### config.mk
export PLATFORM = sky130hd
export DESIGN_NAME = alu_basic_flat
export DESIGN_NICKNAME = d
export VERILOG_FILES = /design/src/rtl/alu_basic_if.sv /design/src/rtl/alu_basic.sv /design/src/flat_wrapper.sv
export SDC_FILE = /design/constraint.sdc
export NUM_CORES = 1
export LEC_CHECK = 0
export CELL_PAD_IN_SITES_DETAIL_PLACEMENT = 1
export CELL_PAD_IN_SITES_GLOBAL_PLACEMENT = 1
export CORE_MARGIN = 10
export CORE_UTILIZATION = 39
export DETAILED_ROUTE_END_ITERATION = 10
export PLACE_DENSITY_LB_ADDON = 0.12
export SLEW_MARGIN = 15
export SYNTH_ARGS = -nofsm -noshare
export SYNTH_HDL_FRONTEND = slang
export SYNTH_SLANG_ARGS = --single-unit
### constraint.sdc
create_clock -name clk -period 1.2 [get_ports clk]
set_input_delay 0.24 -clock clk [delete_from_list [all_inputs] [get_ports clk]]
set_output_delay 0.24 -clock clk [all_outputs]
set_load 0.03 [all_outputs]
### src/rtl/alu_basic_if.sv
// alu_basic_if: operand/control/result bundle for the Hack-style stage-1 ALU.
//   master : drives x, y, zx, nx, zy, ny, f, no, in_valid; observes out, out_valid
//   slave  : the ALU; consumes operands/controls, returns registered out/out_valid
interface alu_basic_if #(
    parameter int WIDTH = 16
);
    logic [WIDTH-1:0] x;
    logic [WIDTH-1:0] y;
    logic             zx;
    logic             nx;
    logic             zy;
    logic             ny;
    logic             f;
    logic             no;
    logic             in_valid;
    logic [WIDTH-1:0] out;
    logic             out_valid;

    modport master (
        output x, y, zx, nx, zy, ny, f, no, in_valid,
        input  out, out_valid
    );

    modport slave (
        input  x, y, zx, nx, zy, ny, f, no, in_valid,
        output out, out_valid
    );
endinterface

### src/rtl/alu_basic.sv
// alu_basic: Hack-style WIDTH-bit ALU (no status flags) with a registered result.
//   clk   : rising-edge clock
//   rst_n : asynchronous active-low reset (clears out and out_valid)
//   bus   : alu_basic_if slave modport
//           x, y            operands
//           zx/nx, zy/ny    zero then negate x / y
//           f               1 = add, 0 = bitwise AND
//           no              negate the result
//           in_valid        capture this cycle's result
//           out, out_valid  result registered one edge after capture; valid for one cycle
module alu_basic #(
    parameter int WIDTH = 16
) (
    input  logic         clk,
    input  logic         rst_n,
    alu_basic_if.slave   bus
);

    logic [WIDTH-1:0] x1_s;
    logic [WIDTH-1:0] x2_s;
    logic [WIDTH-1:0] y1_s;
    logic [WIDTH-1:0] y2_s;
    logic [WIDTH-1:0] r_s;
    logic [WIDTH-1:0] res_s;
    logic [WIDTH-1:0] out_r;
    logic             out_valid_r;

    // x operand conditioning: zero first, then bitwise negate
    always_comb begin
        x1_s = {WIDTH{1'b0}};
        x2_s = {WIDTH{1'b0}};
        if (bus.zx) begin
            x1_s = {WIDTH{1'b0}};
        end else begin
            x1_s = bus.x;
        end
        if (bus.nx) begin
            x2_s = ~x1_s;
        end else begin
            x2_s = x1_s;
        end
    end

    // y operand conditioning: zero first, then bitwise negate
    always_comb begin
        y1_s = {WIDTH{1'b0}};
        y2_s = {WIDTH{1'b0}};
        if (bus.zy) begin
            y1_s = {WIDTH{1'b0}};
        end else begin
            y1_s = bus.y;
        end
        if (bus.ny) begin
            y2_s = ~y1_s;
        end else begin
            y2_s = y1_s;
        end
    end

    // function select and optional output negation; the sum wraps (carry dropped)
    always_comb begin
        r_s   = {WIDTH{1'b0}};
        res_s = {WIDTH{1'b0}};
        if (bus.f) begin
            r_s = x2_s + y2_s;
        end else begin
            r_s = x2_s & y2_s;
        end
        if (bus.no) begin
            res_s = ~r_s;
        end else begin
            res_s = r_s;
        end
    end

    // result register: load on in_valid, otherwise hold data and drop the strobe
    always_ff @(posedge clk or negedge rst_n) begin
        if (!rst_n) begin
            out_r       <= {WIDTH{1'b0}};
            out_valid_r <= 1'b0;
        end else if (bus.in_valid) begin
            out_r       <= res_s;
            out_valid_r <= 1'b1;
        end else begin
            out_r       <= out_r;
            out_valid_r <= 1'b0;
        end
    end

    assign bus.out       = out_r;
    assign bus.out_valid = out_valid_r;

endmodule

### src/flat_wrapper.sv
// flat-port wrapper written by rule: the top's interface ports become plain ports
module alu_basic_flat 
#(
    parameter int WIDTH = 16
)
  (clk, rst_n, bus_x, bus_y, bus_zx, bus_nx, bus_zy, bus_ny, bus_f, bus_no, bus_in_valid, bus_out, bus_out_valid);
  alu_basic_if #(.WIDTH(WIDTH)) bus_i ();
  input  logic clk;
  input  logic rst_n;
  input wire logic [$bits(bus_i.x)-1:0] bus_x;
  input wire logic [$bits(bus_i.y)-1:0] bus_y;
  input wire logic [$bits(bus_i.zx)-1:0] bus_zx;
  input wire logic [$bits(bus_i.nx)-1:0] bus_nx;
  input wire logic [$bits(bus_i.zy)-1:0] bus_zy;
  input wire logic [$bits(bus_i.ny)-1:0] bus_ny;
  input wire logic [$bits(bus_i.f)-1:0] bus_f;
  input wire logic [$bits(bus_i.no)-1:0] bus_no;
  input wire logic [$bits(bus_i.in_valid)-1:0] bus_in_valid;
  output wire logic [$bits(bus_i.out)-1:0] bus_out;
  output wire logic [$bits(bus_i.out_valid)-1:0] bus_out_valid;
  assign bus_i.x = bus_x;
  assign bus_i.y = bus_y;
  assign bus_i.zx = bus_zx;
  assign bus_i.nx = bus_nx;
  assign bus_i.zy = bus_zy;
  assign bus_i.ny = bus_ny;
  assign bus_i.f = bus_f;
  assign bus_i.no = bus_no;
  assign bus_i.in_valid = bus_in_valid;
  assign bus_out = bus_i.out;
  assign bus_out_valid = bus_i.out_valid;
  alu_basic #(.WIDTH(WIDTH)) u_core (.clk(clk), .rst_n(rst_n), .bus(bus_i));
endmodule
==> out/qor.yml <==
critical_path:
  arrival_ps: 2970
  path_cells: "clkdlybuf4s50_1 > nand2b_1 > xnor2_1 > ha_1 > and3_1 > o211ai_1 > o211a_1 > o21ai_4 > xor2_1 > mux2i_1 > xnor2_1 > mux2_4"
  cp.required_ps: 1360
  path_buf_inv: 1
  critical_path.max_stage_delay_ps: 500
  r2r-start: "u_core.bus.out[7]"
  setup.worst_path.start: "bus_x[10]"
  path_class: "in -> reg"
  worst_path_max_delay_cell: "clkdlybuf4s50_1"
  end_kind: "flip-flop"
  cp-start-kind: "input port"
  path_max_fanout: 4
  crit_family: "multiplexers"
  crit_top_cell: "xnor2_1"
floorplanning:
  fp.dieH_um: 94.4
  die_w_um: 94.4
  die_area_um2: 8910
  start_util_pct: 39.7
  coreArea_um2: 5440
  ios: 58
  row_count: 27
clock_tree:
  clock-root-buffer: "clkbuf_8"
  clock_latency_ps: 270
  cts_num_sinks: 17
  cts_buffers: 3
  postCtsHoldBufs: 0
  cts.htree.levels: 1
  clk_path_buf_depth: 2
  clk_pin_slew_ps: 60
  cts_tree: "yes"
status:
  violations: "setup timing"
  outcome: "finished, violations left"
timing:
  max_freq_mhz: 355
  tightest_slew_ps: 514
  rsz0062_at_grt: "true"
  fin_ws_ps: -1620
  hold_viol: 0
  fin_tns_setup_ps: -20750
  setup_viol: 16
  min_period_ps: 2820
  finalCritPeriodShare_pct: 235
  slew_violations: 0
  slew-limit-headroom_pct: 65.3
  fin_worst_skew_ps: 0
synth:
  synth.area.top_cells: "xnor2_1 23%, dfrtp_1 20%, ha_1 9.3%"
  synth.yosys.seq_area_share_pct: 19.7
  async_reset_ff_share_pct: 100
  synth-main-ff-cell: "dfrtp_1"
  synth_fp_nets: 301
  yosysWarnings: 0
  netlist_instances: 243
  synth.ff_latch_count: 17
  synth_top_area_share_pct: 22.7
  avgSynthCellArea_um2: 8.88
  yosysUniqueCellTypes: 38
  netlist_area_um2: 2160
  synth_edf_count: 0
  synth_top_cell_by_area: "xnor2_1"
routing:
  num_vias: 2554
  drc_errors: 0
  ant_nets: 0
  drtIter0Drc: 203
  finalWirelength_um: 12600
  drt-vias-per-instance: 5.82
  firstDrtPassIters: 6
  routedWlPerCell_um: 28.6
power:
  powerDensity_nw_per_um2: 1390
  peakVddDrop_mv: 0.997
  p_total_w: 0.00553
  leakage_nw: 1.82
finish:
  final_nets: 426
  area_growth_pct: 84.3
  stdcell_area_um2: 3980
  n_fill_cell: 550
  antenna_cells: 0
  layout-drive-gt1-share_pct: 48.8
place:
  gp_congestion: 0.883
  place_area_um2: 3210
  io_buffers: 57
  dp_hpwl_um: 5390
flow_run:
  drv_cap: 0
global_route:
  antenna_found_initial: 0
  grt_pass1_vias: 2801
  grt_pass1_wl_um: 15600
  track_usage_pct: 22.3
  overflow: 0
  grt_max_degree: 21
min_path:
  hold_class: "in -> async"
[cell usage after synthesis, types with 7 or more instances]
library cell	number
a21oi_1	13
clkbuf_1	11
dfrtp_1	17
ha_1	16
mux2_2	12
mux2i_1	12
nand2b_1	32
nand3_1	7
nor2_1	9
o21ai_0	7
xnor2_1	56
[final timing paths]
kind	to	depth (start not counted)	slack, ps
worst min-delay path	u_core.bus.out[0]	2	400
worst min register to register	u_core.bus.out[1]	1	530
max in group asynchronous	u_core.bus.out_valid	2	610
worst max register to register	u_core.bus.out[7]	1	360
min in group clk	u_core.bus.out[1]	1	530
worst max-delay path	u_core.bus.out[11]	12	-1620
[what timing repair did]
action	in CTS	in global routing
resized for setup	104	32
cloned	3	0
buffers inserted	26	6
endpoints found under the setup margin	16	16
pin swaps	71	28
[layer usage]
metal	part of all wire, %	GRT usage [%]	up-vias
met5	0	0	-
met1	37	22.7	1258
met2	50	42.8	162
met4	5.5	9.24	0
met3	7.2	4.84	53
li1	-	-	1081
[logic make-up after synthesis]
family | Yosys count | synth area share, %
flops | 17 | 19.7
xor+xnor | 60 | 24.4
simple gates | 62 | 16.1
buf+inv | 18 | 3.54
compound gates | 44 | 13.5
mux | 25 | 12.5
fa+ha+maj | 17 | 10.2
[stage by stage]
stage	utilization (%)	worst slack, ps	instances	hold slack [ps]
floorplan	-	-1510	243	-55.6
global placement	59.1	-2010	402	492
detailed placement	59.1	-2100	402	509
CTS	69.4	-1310	435	312
global route	73.1	-1660	439	403
finish	73.1	-1620	439	396
[sequential cells by signal, summed over array words and instances (netlist names)]
register and flops:
u_core.bus.out 16, u_core.bus.out_valid 1
[layout by cell type, fill, tap and decap left out, drive strengths merged]
master         netlist  final
dfrtp               17     17
and3                 2      2
nand2b              32     32
nand4bb              1      1
dlymetal6s2s         0      1
o21a                 1      1
xnor2               56     56
xor2                 4      4
a311oi               3      3
nand2                6      6
nand3                7      7
a22oi                1      1
clkdlybuf4s50        0     16
o21bai               1      1
nor2b                2      2
o31ai                1      1
a21oi               13     13
clkbuf              11      4
bufbuf               0      1
a2bb2oi              1      1
buf                  5    101
o21ai                8      8
or2                  1      1
mux2i               12     12
nand4                1      1
inv                  2      2
a21o                 6      6
dlygate4sd2          0     17
mux2                13     13
o2bb2ai              1      1
nand3b               1      1
nor2                 9      9
o211ai               4      4
o211a                1      1
a31oi                2      2
ha                  16     16
fa                   1      1
a221oi               1      1
[area by class of cell]
class                   instances  area (um2)  area share, %
clock buffers                   4        45.0           1.13
inverters                       2        7.51          0.189
multi-input cells             208        2130           53.5
flip-flops and latches         17         425           10.7
well taps                      72        90.1           2.27
repair buffers                136        1280           32.2
[where the power goes]
group / internal, W / switching [W]
logic: 0.00206 / 0.00207
clock network: 0.000237 / 0.000209
registers: 0.000763 / 0.000191
Note: power is estimated with default switching activity, not from simulation.
==> edit 1, RTL diff (same flow settings) <==
`WIDTH` is set to 16 in 3 places; all go to 24.
--- a/src/rtl/alu_basic_if.sv
+++ b/src/rtl/alu_basic_if.sv
@@ -3,5 +3,5 @@
 //   slave  : the ALU; consumes operands/controls, returns registered out/out_valid
 interface alu_basic_if #(
-    parameter int WIDTH = 16
+    parameter int WIDTH = 24
 );
     logic [WIDTH-1:0] x;
--- a/src/rtl/alu_basic.sv
+++ b/src/rtl/alu_basic.sv
@@ -10,5 +10,5 @@
 //           out, out_valid  result registered one edge after capture; valid for one cycle
 module alu_basic #(
-    parameter int WIDTH = 16
+    parameter int WIDTH = 24
 ) (
     input  logic         clk,
--- a/src/flat_wrapper.sv
+++ b/src/flat_wrapper.sv
@@ -2,5 +2,5 @@
 module alu_basic_flat 
 #(
-    parameter int WIDTH = 16
+    parameter int WIDTH = 24
 )
   (clk, rst_n, bus_x, bus_y, bus_zx, bus_nx, bus_zy, bus_ny, bus_f, bus_no, bus_in_valid, bus_out, bus_out_valid);
Ports: changed (resized bus_out, bus_x and bus_y); port bits go from 58 to 82. The function was not compared with the original's and may differ.
==> edit 1 against the original RTL <==
The run now fails in 5_1_grt; synthesized cell count rose by 63%; synthesized area rose by 54%.
==> edit 1: results <==
metrics = {
    "outcome": {
        "outcome": "stopped before the end",
        "stop_stage": "5_1_grt",
        "run.stop_error": "[ERROR GRT-0232] Routing congestion too high. Check the congestion heatmap in the GUI.",
    },
    "cts": {
        "cts_inserted_buffers": 3,
        "root_buffer": "sky130_fd_sc_hd__clkbuf_8",
        "ctsLongestPathBuffers": 2,
        "maximum_level_of_the_cts_h_tree": 1,
    },
    "logic_synthesis": {
        "yosys_most_used_dff": "sky130_fd_sc_hd__dfrtp_1",
        "netlist_top_cells_area": "sky130_fd_sc_hd__dfrtp_1 19%, sky130_fd_sc_hd__xnor2_1 18%, sky130_fd_sc_hd__nand2b_1 9.6%",
        "synthesis.yosys.warnings": 0,
        "synth_seq_area_share_pct": 18.8,
        "syn_area_per_cell_um2": 8.39,
        "ranking_of_synthesized_cells_by_instance_count": "68 x sky130_fd_sc_hd__xnor2_1, 51 x sky130_fd_sc_hd__nand2b_1, 25 x sky130_fd_sc_hd__dfrtp_1",
        "postSynthNetCount": 479,
        "netlist-cell-type-count": 56,
        "synthArstFlopShare_pct": 100,
        "postSynthRegisterBits": 25,
    },
    "placed_design": {
        "place.detailed.hpwl_mm": 9.85,
        "preCtsSetupSlack_ns": -2.28,
        "post-place-cells": 647,
        "routabilityCongestion": 0.872,
        "numPortBuffers": 81,
        "postPlaceCellArea_mm2": 0.00524,
    },
    "grt": {
        "grt-ovfl-total": 74,
        "global_route.usage.total_pct": 63.4,
        "grt_max_degree": 26,
        "initial_antenna_violation_count": 2,
    },
    "timing": {
        "repair-timing-grt-worst-ep": "u_core.bus.out[20]$_DFFE_PN0P_/D",
        "worstEpCategory": "register data pin",
    },
}
-- edit 1: changes by cell type after synthesis, moves of 9 or more --
cell / unedited run / this run
sky130_fd_sc_hd__nand2b_1: 32 / 51
sky130_fd_sc_hd__nand2_1: 6 / 24
sky130_fd_sc_hd__inv_1: 2 / 14
sky130_fd_sc_hd__xnor2_1: 56 / 68
sky130_fd_sc_hd__a21oi_1: 13 / 24
sky130_fd_sc_hd__a21o_1: 6 / 15
-- edit 1: stage by stage --
| stage | util (%) | setup TNS, ns |
|---|---|---|
| after floorplan | - | -28.05 |
| after global placement | 63.4 | -44.14 |
| after detailed placement | 63.4 | -47.19 |
| after CTS | 72.1 | -29.91 |
-- edit 1: logic make-up after synthesis --
kind of cell    synth area share [%]
fa+ha+maj                       9.62
mux                             7.48
flops                           18.8
simple gates                    19.3
compound gates                  20.5
xor+xnor                        20.0
buf+inv                         4.32
-- edit 1: routing by layer --
metal | GRT overflow | global-route usage [%]
met1 | 0 | 61.8
met2 | 39 | 77.4
met3 | 0 | 52.8
met4 | 35 | 65.4
met5 | 0 | 10.6
-- edit 1: timing repair --
action,in CTS
resized for setup,133
gates cloned,3
endpoints found under the setup margin,24
pin swaps,80
setup buffers,29
==> edit 2, RTL diff (config.mk and constraints unchanged) <==
Without the edit above. Reset style: synchronous (`rst_n`), changed in one clocked block. Comments in the files are not updated.
--- a/src/rtl/alu_basic.sv
+++ b/src/rtl/alu_basic.sv
@@ -75,5 +75,5 @@
 
     // result register: load on in_valid, otherwise hold data and drop the strobe
-    always_ff @(posedge clk or negedge rst_n) begin
+    always_ff @(posedge clk) begin
         if (!rst_n) begin
             out_r       <= {WIDTH{1'b0}};
Check against the original RTL: differs if rst_n is asserted again (counterexample within 4 cycles, from zero or initial values and one cycle with rst_n low); with rst_n held inactive, the same outputs for 10 cycles.
==> edit 2 against the original RTL <==
The run now fails in 4_1_cts; synthesized area rose by 8.6%.
==> edit 2: results <==
metrics = {
    "outcome": {
        "run.stop_error": "[ERROR DPL-0033] detailed placement checks failed during check placement.",
        "stop_stage": "4_1_cts",
        "outcome": "stopped before the end",
    },
    "logic_synthesis": {
        "netlist-cell-type-count": 55,
        "postSynthRegisterBits": 17,
        "number_of_enable_type_register_cells_in_the_synthesized_netlist": 0,
        "ranking_of_synthesized_cells_by_instance_count": "36 x sky130_fd_sc_hd__nand2b_1, 36 x sky130_fd_sc_hd__xnor2_1, 24 x sky130_fd_sc_hd__nand2_1, 17 x sky130_fd_sc_hd__dfxtp_1",
        "synthesis.yosys.warnings": 0,
        "netlist_top_cells_area": "sky130_fd_sc_hd__dfxtp_1 15%, sky130_fd_sc_hd__xnor2_1 13%, sky130_fd_sc_hd__nand2b_1 9.6%",
        "synthArstFlopShare_pct": 0,
        "postSynthNetCount": 368,
        "synth_seq_area_share_pct": 14.5,
    },
    "placed_design": {
        "numPortBuffers": 57,
        "preCtsSetupSlack_ns": -1.95,
        "routabilityCongestion": 0.917,
        "place.detailed.hpwl_mm": 8.40,
    },
    "cts": {
        "post_cts_buffers": 30,
        "postCtsResizedCells": 161,
        "cts_inserted_buffers": 3,
        "ctsLongestPathBuffers": 2,
        "root_buffer": "sky130_fd_sc_hd__clkbuf_8",
        "maximum_level_of_the_cts_h_tree": 1,
    },
}
-- edit 2: metrics by stage --
stage               area, um^2  std cells  TNS [ns]
detailed placement        3700        502    -26.95
global placement          3700        502    -25.12
floorplan                 2520        310    -14.70
-- edit 2: kinds of logic after synthesis --
family | synth area share, %
compound gates | 23.4
buf+inv | 4.64
mux | 5.18
fa+ha+maj | 9.40
xor+xnor | 14.6
simple gates | 28.3
flops | 14.5
